===== src/rtl/ttt_board_ctrl.sv =====
// Tic-tac-toe game-state controller: debounces the six push buttons, moves the
// cursor, places alternating marks and detects win or draw for the VGA stage.
module ttt_board_ctrl #(
  parameter int DEBOUNCE_CYCLES = 250000,
  parameter int CNT_W           = 18
) (
  input  logic       clk_25,
  input  logic       reset,
  input  logic       btn_up,
  input  logic       btn_down,
  input  logic       btn_left,
  input  logic       btn_right,
  input  logic       btn_sel,
  input  logic       btn_new,
  output logic [1:0] pos1,
  output logic [1:0] pos2,
  output logic [1:0] pos3,
  output logic [1:0] pos4,
  output logic [1:0] pos5,
  output logic [1:0] pos6,
  output logic [1:0] pos7,
  output logic [1:0] pos8,
  output logic [1:0] pos9,
  output logic [3:0] cursor,
  output logic       turn,
  output logic [1:0] winner,
  output logic       game_over
);

  localparam int NB      = 6;
  localparam int B_RIGHT = 0;
  localparam int B_LEFT  = 1;
  localparam int B_DOWN  = 2;
  localparam int B_UP    = 3;
  localparam int B_SEL   = 4;
  localparam int B_NEW   = 5;

  localparam logic [CNT_W-1:0] CNT_LAST = CNT_W'(DEBOUNCE_CYCLES - 1);

  typedef enum logic [2:0] {
    ACT_NONE,
    ACT_NEW,
    ACT_SEL,
    ACT_UP,
    ACT_DOWN,
    ACT_LEFT,
    ACT_RIGHT
  } act_t;

  typedef enum logic [1:0] {
    PLAY,
    CHECK,
    WIN,
    DRAW
  } state_t;

  logic [NB-1:0]    btn_raw;
  logic [NB-1:0]    sync1;
  logic [NB-1:0]    sync2;
  logic [NB-1:0]    db_level;
  logic [NB-1:0]    armed;
  logic [NB-1:0]    press;
  logic [CNT_W-1:0] db_cnt [NB];

  act_t       act;
  state_t     state;
  logic [1:0] board [9];
  logic [3:0] move_cnt;
  logic [1:0] mover;
  logic       mover_wins;
  logic [3:0] cursor_moved;

  assign btn_raw = {btn_new, btn_sel, btn_up, btn_down, btn_left, btn_right};

  always_ff @(posedge clk_25 or posedge reset) begin
    if (reset) begin
      sync1 <= '0;
      sync2 <= '0;
    end else begin
      sync1 <= btn_raw;
      sync2 <= sync1;
    end
  end

  // Until a button has been seen stably released after reset, the counter
  // times the released level instead, so a button held through reset never fires.
  always_ff @(posedge clk_25 or posedge reset) begin
    if (reset) begin
      db_level <= '0;
      armed    <= '0;
      press    <= '0;
      for (int i = 0; i < NB; i++) db_cnt[i] <= '0;
    end else begin
      press <= '0;
      for (int i = 0; i < NB; i++) begin
        if (!armed[i]) begin
          if (sync2[i]) begin
            db_cnt[i] <= '0;
          end else if (db_cnt[i] == CNT_LAST) begin
            armed[i]  <= 1'b1;
            db_cnt[i] <= '0;
          end else begin
            db_cnt[i] <= db_cnt[i] + CNT_W'(1);
          end
        end else if (sync2[i] == db_level[i]) begin
          db_cnt[i] <= '0;
        end else if (db_cnt[i] == CNT_LAST) begin
          db_level[i] <= sync2[i];
          press[i]    <= sync2[i];
          db_cnt[i]   <= '0;
        end else begin
          db_cnt[i] <= db_cnt[i] + CNT_W'(1);
        end
      end
    end
  end

  always_comb begin
    act = ACT_NONE;
    if      (press[B_NEW])   act = ACT_NEW;
    else if (press[B_SEL])   act = ACT_SEL;
    else if (press[B_UP])    act = ACT_UP;
    else if (press[B_DOWN])  act = ACT_DOWN;
    else if (press[B_LEFT])  act = ACT_LEFT;
    else if (press[B_RIGHT]) act = ACT_RIGHT;
  end

  function automatic logic [3:0] step_cursor(input logic [3:0] cur, input act_t a);
    logic [3:0] idx;
    logic [3:0] row;
    logic [3:0] col;
    idx = cur - 4'd1;
    row = (idx >= 4'd6) ? 4'd2 : ((idx >= 4'd3) ? 4'd1 : 4'd0);
    col = idx - 4'd3 * row;
    case (a)
      ACT_UP:    row = (row == 4'd0) ? 4'd2 : row - 4'd1;
      ACT_DOWN:  row = (row == 4'd2) ? 4'd0 : row + 4'd1;
      ACT_LEFT:  col = (col == 4'd0) ? 4'd2 : col - 4'd1;
      ACT_RIGHT: col = (col == 4'd2) ? 4'd0 : col + 4'd1;
      default:   ;
    endcase
    return 4'd3 * row + col + 4'd1;
  endfunction

  function automatic logic line3(input logic [1:0] a, input logic [1:0] b,
                                 input logic [1:0] c, input logic [1:0] code);
    return (a == code) && (b == code) && (c == code);
  endfunction

  assign mover        = turn ? 2'b10 : 2'b01;
  assign cursor_moved = step_cursor(cursor, act);

  always_comb begin
    mover_wins = line3(board[0], board[1], board[2], mover) |
                 line3(board[3], board[4], board[5], mover) |
                 line3(board[6], board[7], board[8], mover) |
                 line3(board[0], board[3], board[6], mover) |
                 line3(board[1], board[4], board[7], mover) |
                 line3(board[2], board[5], board[8], mover) |
                 line3(board[0], board[4], board[8], mover) |
                 line3(board[2], board[4], board[6], mover);
  end

  // A new-game pulse overrides every state, including the one-cycle CHECK.
  always_ff @(posedge clk_25 or posedge reset) begin
    if (reset) begin
      state     <= PLAY;
      for (int k = 0; k < 9; k++) board[k] <= 2'b00;
      cursor    <= 4'd5;
      turn      <= 1'b0;
      winner    <= 2'b00;
      game_over <= 1'b0;
      move_cnt  <= 4'd0;
    end else if (act == ACT_NEW) begin
      state     <= PLAY;
      for (int k = 0; k < 9; k++) board[k] <= 2'b00;
      cursor    <= 4'd5;
      turn      <= 1'b0;
      winner    <= 2'b00;
      game_over <= 1'b0;
      move_cnt  <= 4'd0;
    end else begin
      case (state)
        PLAY: begin
          if (act == ACT_SEL) begin
            if (board[cursor - 4'd1] == 2'b00) begin
              board[cursor - 4'd1] <= mover;
              move_cnt             <= move_cnt + 4'd1;
              state                <= CHECK;
            end
          end else if (act != ACT_NONE) begin
            cursor <= cursor_moved;
          end
        end
        CHECK: begin
          if (mover_wins) begin
            state     <= WIN;
            winner    <= mover;
            game_over <= 1'b1;
          end else if (move_cnt == 4'd9) begin
            state     <= DRAW;
            winner    <= 2'b11;
            game_over <= 1'b1;
          end else begin
            turn  <= ~turn;
            state <= PLAY;
          end
        end
        WIN, DRAW: ;
        default: state <= PLAY;
      endcase
    end
  end

  assign pos1 = board[0];
  assign pos2 = board[1];
  assign pos3 = board[2];
  assign pos4 = board[3];
  assign pos5 = board[4];
  assign pos6 = board[5];
  assign pos7 = board[6];
  assign pos8 = board[7];
  assign pos9 = board[8];

endmodule


===== config.mk =====
export PLATFORM = sky130hd
export DESIGN_NAME = ttt_board_ctrl
export DESIGN_NICKNAME = d
export VERILOG_FILES = /design/src/rtl/ttt_board_ctrl.sv
export SDC_FILE = /design/constraint.sdc
export NUM_CORES = 1
export LEC_CHECK = 0
export ABC_AREA = 1
export ABC_CLOCK_PERIOD_IN_PS = 9300
export CORE_ASPECT_RATIO = 1.5
export CORE_MARGIN = 4
export CORE_UTILIZATION = 51
export CTS_CLUSTER_DIAMETER = 200
export DETAILED_ROUTE_END_ITERATION = 8
export PLACE_DENSITY_LB_ADDON = 0.25
export SYNTH_ARGS = -nofsm -noshare
export SYNTH_HDL_FRONTEND = slang
export SYNTH_SLANG_ARGS = --single-unit

===== constraint.sdc =====
create_clock -name clk_25 -period 9.3 [get_ports clk_25]
set_input_delay 2.79 -clock clk_25 [delete_from_list [all_inputs] [get_ports clk_25]]
set_output_delay 2.79 -clock clk_25 [all_outputs]
set_load 0.005 [all_outputs]

======== After elaboration in Yosys (flattened, before gate mapping) ========
Cells that the tools add are included.
word-level totals
  bits in registers ....................... 170
  word-level logic and storage cells ...... 254
cells by class
  add/subtract/negate cells ............... 15
  multiply operators ...................... 2
  $lt $le $gt $ge ......................... 4
  equal/unequal tests ..................... 36
  multiplexer cells ....................... 111
  bitwise logic cells ..................... 15
  reductions and logical operators ........ 40
operators with widths
  kind                     number
  $mux W18                 28
  $add A18 B1 Y18 const B  6
  $eq A18 B18 Y1 const B   6
  $mux W1                  45
  $mux W4                  11
  $reduce_and A3 Y1        10
  $mux W2                  14
  $mux W3                  7
  $bwmux W18               1
  $eq A2 B2 Y1             9
  $logic_and A1 B1 Y1      17
  $pmux W4 S2              2
  $add A4 B1 Y4 const B    3
  $reduce_bool A2 Y1       5
  $eq A3 B3 Y1 const B     3
  $reduce_bool A3 Y1       3
  $bmux W2 S4              1
  $demux W2 S4             1
  $logic_not A4 Y1         2
  $sub A4 B1 Y4 const B    2
  $not A1 Y1               7
  $or A1 B1 Y1             7
  $eq A1 B1 Y1             6
  $eq A3 B2 Y1 const B     2
  other kinds (22)         25

======== Logic depth before layout (Yosys ltp) ========
  word-level depth ........................ 15
  depth in mapped cells ................... 34
  depth with buffers taken out ............ 34

======== Least setup slack after synthesis ========
OpenSTA, ideal clock, no wires.
  path kind ............................... register -> register
  start ................................... reg cursor[0]
  end ..................................... reg cursor[3]
  setup time .............................. 0.117 ns
  data arrival time ....................... 4.596 ns
  data required time ...................... 9.183 ns
  setup slack ............................. 4.587 ns
  cell stages (with the launch flop) ...... 27
  cell sequence ........................... dfstp_2 > inv_2 > ha_1 > xor2_2 > nor2_1 > inv_1 > nor2_1 > inv_1 > nand2_1 > inv_1 > ha_1 > inv_1 > fa_1 > inv_1 > ha_1 > xor2_1 > o221ai_1 > fa_1 > ha_1 > a21oi_1 > nand2_1 > xor2_1 > inv_1 > nand4_1 > nand2_1 > nand2_1 > nand2_1
between the ends
  cells in the longest elaborated chain, start to end .. 15
  elaborated cells on any way between the ends .. 28
  classes of those cells .................. add/sub: 8; mul: 2; order compare: 2; eq/ne: 2; mux: 12; reduce/logical: 2
RTL lines
  what                                   RTL line  RTL
  from (decl)                            24        output logic [3:0] cursor,
  from (signal assigned)                 192       cursor <= cursor_moved;
  $sub A4 B1 Y4 *                        132       idx = cur - 4'd1;
  $ge A4 B2 Y1                           133       row = (idx >= 4'd6) ? 4'd2 : ((idx >= 4'd3) ? 4'd1 : 4'd0);
  $mux W1                                133
  $mux W2                                133
  $mul A2 B2 Y4                          134       col = idx - 4'd3 * row;
  $sub A4 B4 Y4                          134
  $add A4 B1 Y4 (tied with other cells)  139       ACT_RIGHT: col = (col == 4'd2) ? 4'd0 : col + 4'd1;
  $mux W4 (on tied branches)             139, 138
  $pmux W4 S2                            135       case (a)
  $add A4 B4 Y4 *                        142       return 4'd3 * row + col + 4'd1;
  $add A4 B1 Y4 *                        142
  $mux W4 *                              191       end else if (act != ACT_NONE) begin
  $mux W4 *                              185       if (act == ACT_SEL) begin
  $mux W4 *                              183       case (state)
  $mux W4 *                              174       end else if (act == ACT_NEW) begin
Every way passes the cells marked *; elsewhere a longest branch is shown, timed or not. The select of a mux whose other input is x is not followed.
A chain may end at the register's enable or synchronous reset.

======== Worst setup path in the final report ========
Ends and elaborated chain as after synthesis.

==> results_dict.tcl <==
set metrics [dict create \
    nets 1232 \
    vias_per_cell 5.19 \
    finalMaxSlewViolations 0 \
    num_io_pins 34 \
    die_w_um 117 \
    synthMuxAreaShare_pct 0 \
    holdBufCountCts 0 \
    worstPathRequired_ps 9620 \
    core_area_sq_mm 0.0173 \
    clockBufferDepth 2 \
    cts_num_sinks 170 \
    cts_tree "yes" \
    pre_cts_ws_ps 4000 \
    worst_pin_slew_ps 916 \
    ys_seq_area_share_pct 47.1 \
    holdPathStages 0 \
    routabilityCongestion 0.922 \
    cts.root.buffer_cell "clkbuf_16" \
    end_kind "flip-flop" \
    layout_common_cells "265 x nand2_1, 199 x nor2_1, 168 x dfrtp_1" \
    track_usage_pct 19.7 \
    clk-insertion-delay-late_ps 430 \
    synth_top_family_by_area "simple AND/OR/NAND/NOR gates" \
    first_pass_iters 5 \
    numCtsBuffers 17 \
    clkTransAtPathRegs_ps 70 \
    dp_cells 1390 \
    worstRegToRegCells 27 \
    critPathLaunchType "flip-flop" \
    placed_area_sq_mm 0.00957 \
    via_count 7384 \
    total_leakage_power_nw 4.73 \
    area_delta_synth_final_pct 12.4 \
    drv_cap 0 \
    grt_pass1_wl_mm 32.1 \
    critPathKind "reg -> reg" \
    h-tree-depth 4 \
    wl_per_cell_um 12.5 \
    synth_simple_gate_area_share_pct 29.3 \
    synth_edf_count 0 \
    fp.dieArea_sq_mm 0.0199 \
    drive_above_1_share_pct 5.29 \
    dp_hpwl_mm 12.9 \
    grt_max_degree 98 \
    setup_slack_ps 3930 \
    start_util_pct 52.1 \
    cp.arrival_ps 5690 \
    grt_pass1_vias 7416 \
    p_per_area_mw_per_mm2 148 \
    antenna_found_initial 0 \
    nFillCells 1551 \
    final_common_cell "nand2_1" \
    utilization_pct 58.5 \
    yosysUniqueCellTypes 46 \
    setup_tns_ps 0 \
    post-cts-setup-buffers 0 \
    outcome "finished, final reports clean" \
    final-setup-viol-count 0 \
    hold_violations 0 \
    rsz0062_at_grt "no" \
    cts-resized-gates 0 \
    slew_headroom_pct 39.0 \
    port_buffers 33 \
    synthCells 1156 \
    synth_top_flop_cell "dfrtp_1" \
    synth_xor_area_share_pct 4.16 \
    period_minus_slack_ps 5370 \
    finalNonFillerCells 1422 \
    synth_nets 1192 \
    path_max_fanout 11 \
    synth_seq_cells 170 \
    skew_ps 11.6 \
    fin_area_sq_mm 0.0102 \
    timing.final.crit_share_pct 57.7 \
    antenna_cells 0 \
    syn_area_sq_mm 0.00903 \
    ir_worst_vdd_v 0.000103 \
    syn-mean-instance-area_sq_um 7.81 \
    yosys_warnings 0 \
    async_flop_share_pct 100 \
    rows 59 \
    fmax_mhz 186 \
    hp-class "reg -> reg" \
    synth_compound_area_share_pct 8.13 \
    routed_wl_mm 17.7 \
    grt_overflow 0 \
    ant_nets 0 \
    drt_iter0_drc 409 \
    drc_errors 0 \
    synthAdderAreaFrac_pct 4.21 \
    fp.dieH_um 171 \
]
==> cell type report <==
cell class	instances	area [sq um]	share of cell area (%)
clock buffer	19	443	4.36
sequential	170	4260	41.9
tap	213	267	2.62
multi-input combinational	824	4140	40.8
clock inverter	13	144	1.42
inverter	149	564	5.56
timing repair buffer	34	338	3.33
==> logic make-up (layout without fill, tap and decap cells) <==
family / after synthesis / count (layout)
other: 1 / 1
AO/OA/AOI/OAI: 136 / 136
adder cells (fa/ha/maj): 28 / 28
AND/OR/NAND/NOR: 617 / 617
XOR/XNOR: 42 / 42
flip-flops: 170 / 170
buffers and inverters: 162 / 215
==> worst max-delay path, cell delays in order (launching register included) <==
cell and delay [ps]:
dfstp_2 670, inv_2 150, ha_1 260, xor2_2 320, nor2_1 110, inv_1 230
nor2_1 170, inv_1 90, nand2_1 90, inv_1 80, ha_1 130, inv_1 60
fa_1 590, inv_1 130, ha_1 220, nand3_1 100, nand2_1 80, o221ai_1 280
fa_1 470, ha_1 350, a21oi_1 150, nand2_1 70, xor2_1 170, inv_1 60
nand4_1 80, nand2_1 60, nand2_1 50, nand2_1 50
==> sequential cells by signal, summed over array words and instances, names as in the netlist, 4 cells and up <==
name      count
db_cnt      108
armed         6
db_level      6
press         6
sync1         6
sync2         6
cursor        4
move_cnt      4
==> stage by stage <==
| step | hold WS (ps) | power, mW |
|---|---|---|
| finish | 350 | 1.51 |
| global route | 359 | 1.57 |
| CTS | 351 | 1.53 |
| detailed placement | 336 | 0.817 |
| global placement | 335 | 0.815 |
| floorplan | 331 | 0.802 |
==> synth_stat cells (6+ instances only) <==
cell type / n / area (sq um)
nand3_1: 63 / 315
nand4_1: 20 / 125
inv_1: 143 / 537
nand2_1: 265 / 995
nor3_1: 27 / 135
ha_1: 24 / 300
o21ai_0: 54 / 270
or2_2: 6 / 37.5
dfrtp_1: 168 / 4200
xnor2_1: 14 / 123
nor4_1: 9 / 56.3
a21oi_1: 60 / 300
nor2_1: 199 / 747
xor2_1: 27 / 236
==> per-layer routing <==
layer  wire [um]  global-route usage [%]  up-vias
li1            -                       -     3777
met1        7490                    22.9     3473
met2        9350                    35.3      107
met3         542                    4.00       27
met4         361                    7.29        0
met5           0                       0        -
==> path summary, 6_finish.rpt <==
path	to	slack, ps	start
worst min register to register	sync2[5]$_DFF_PP0_	350	sync1[5]$_DFF_PP0_
worst max register to register	cursor[3]$_DFFE_PP0P_	3930	cursor[0]$_DFFE_PP1P_
min in group asynchronous	sync1[1]$_DFF_PP0_	2890	reset
worst max-delay path	cursor[3]$_DFFE_PP0P_	3930	cursor[0]$_DFFE_PP1P_
max in group asynchronous	db_cnt[8]$_DFF_PP0_	4980	reset
worst min-delay path	sync2[5]$_DFF_PP0_	350	sync1[5]$_DFF_PP0_
==> where the power goes <==
group          switching, mW  total, mW  internal, mW
clock                  0.301      0.706         0.405
combinational         0.0326     0.0459        0.0132
sequential           0.00654      0.755         0.748
total                  0.340       1.51          1.17
(Power assumes the default switching activity.)
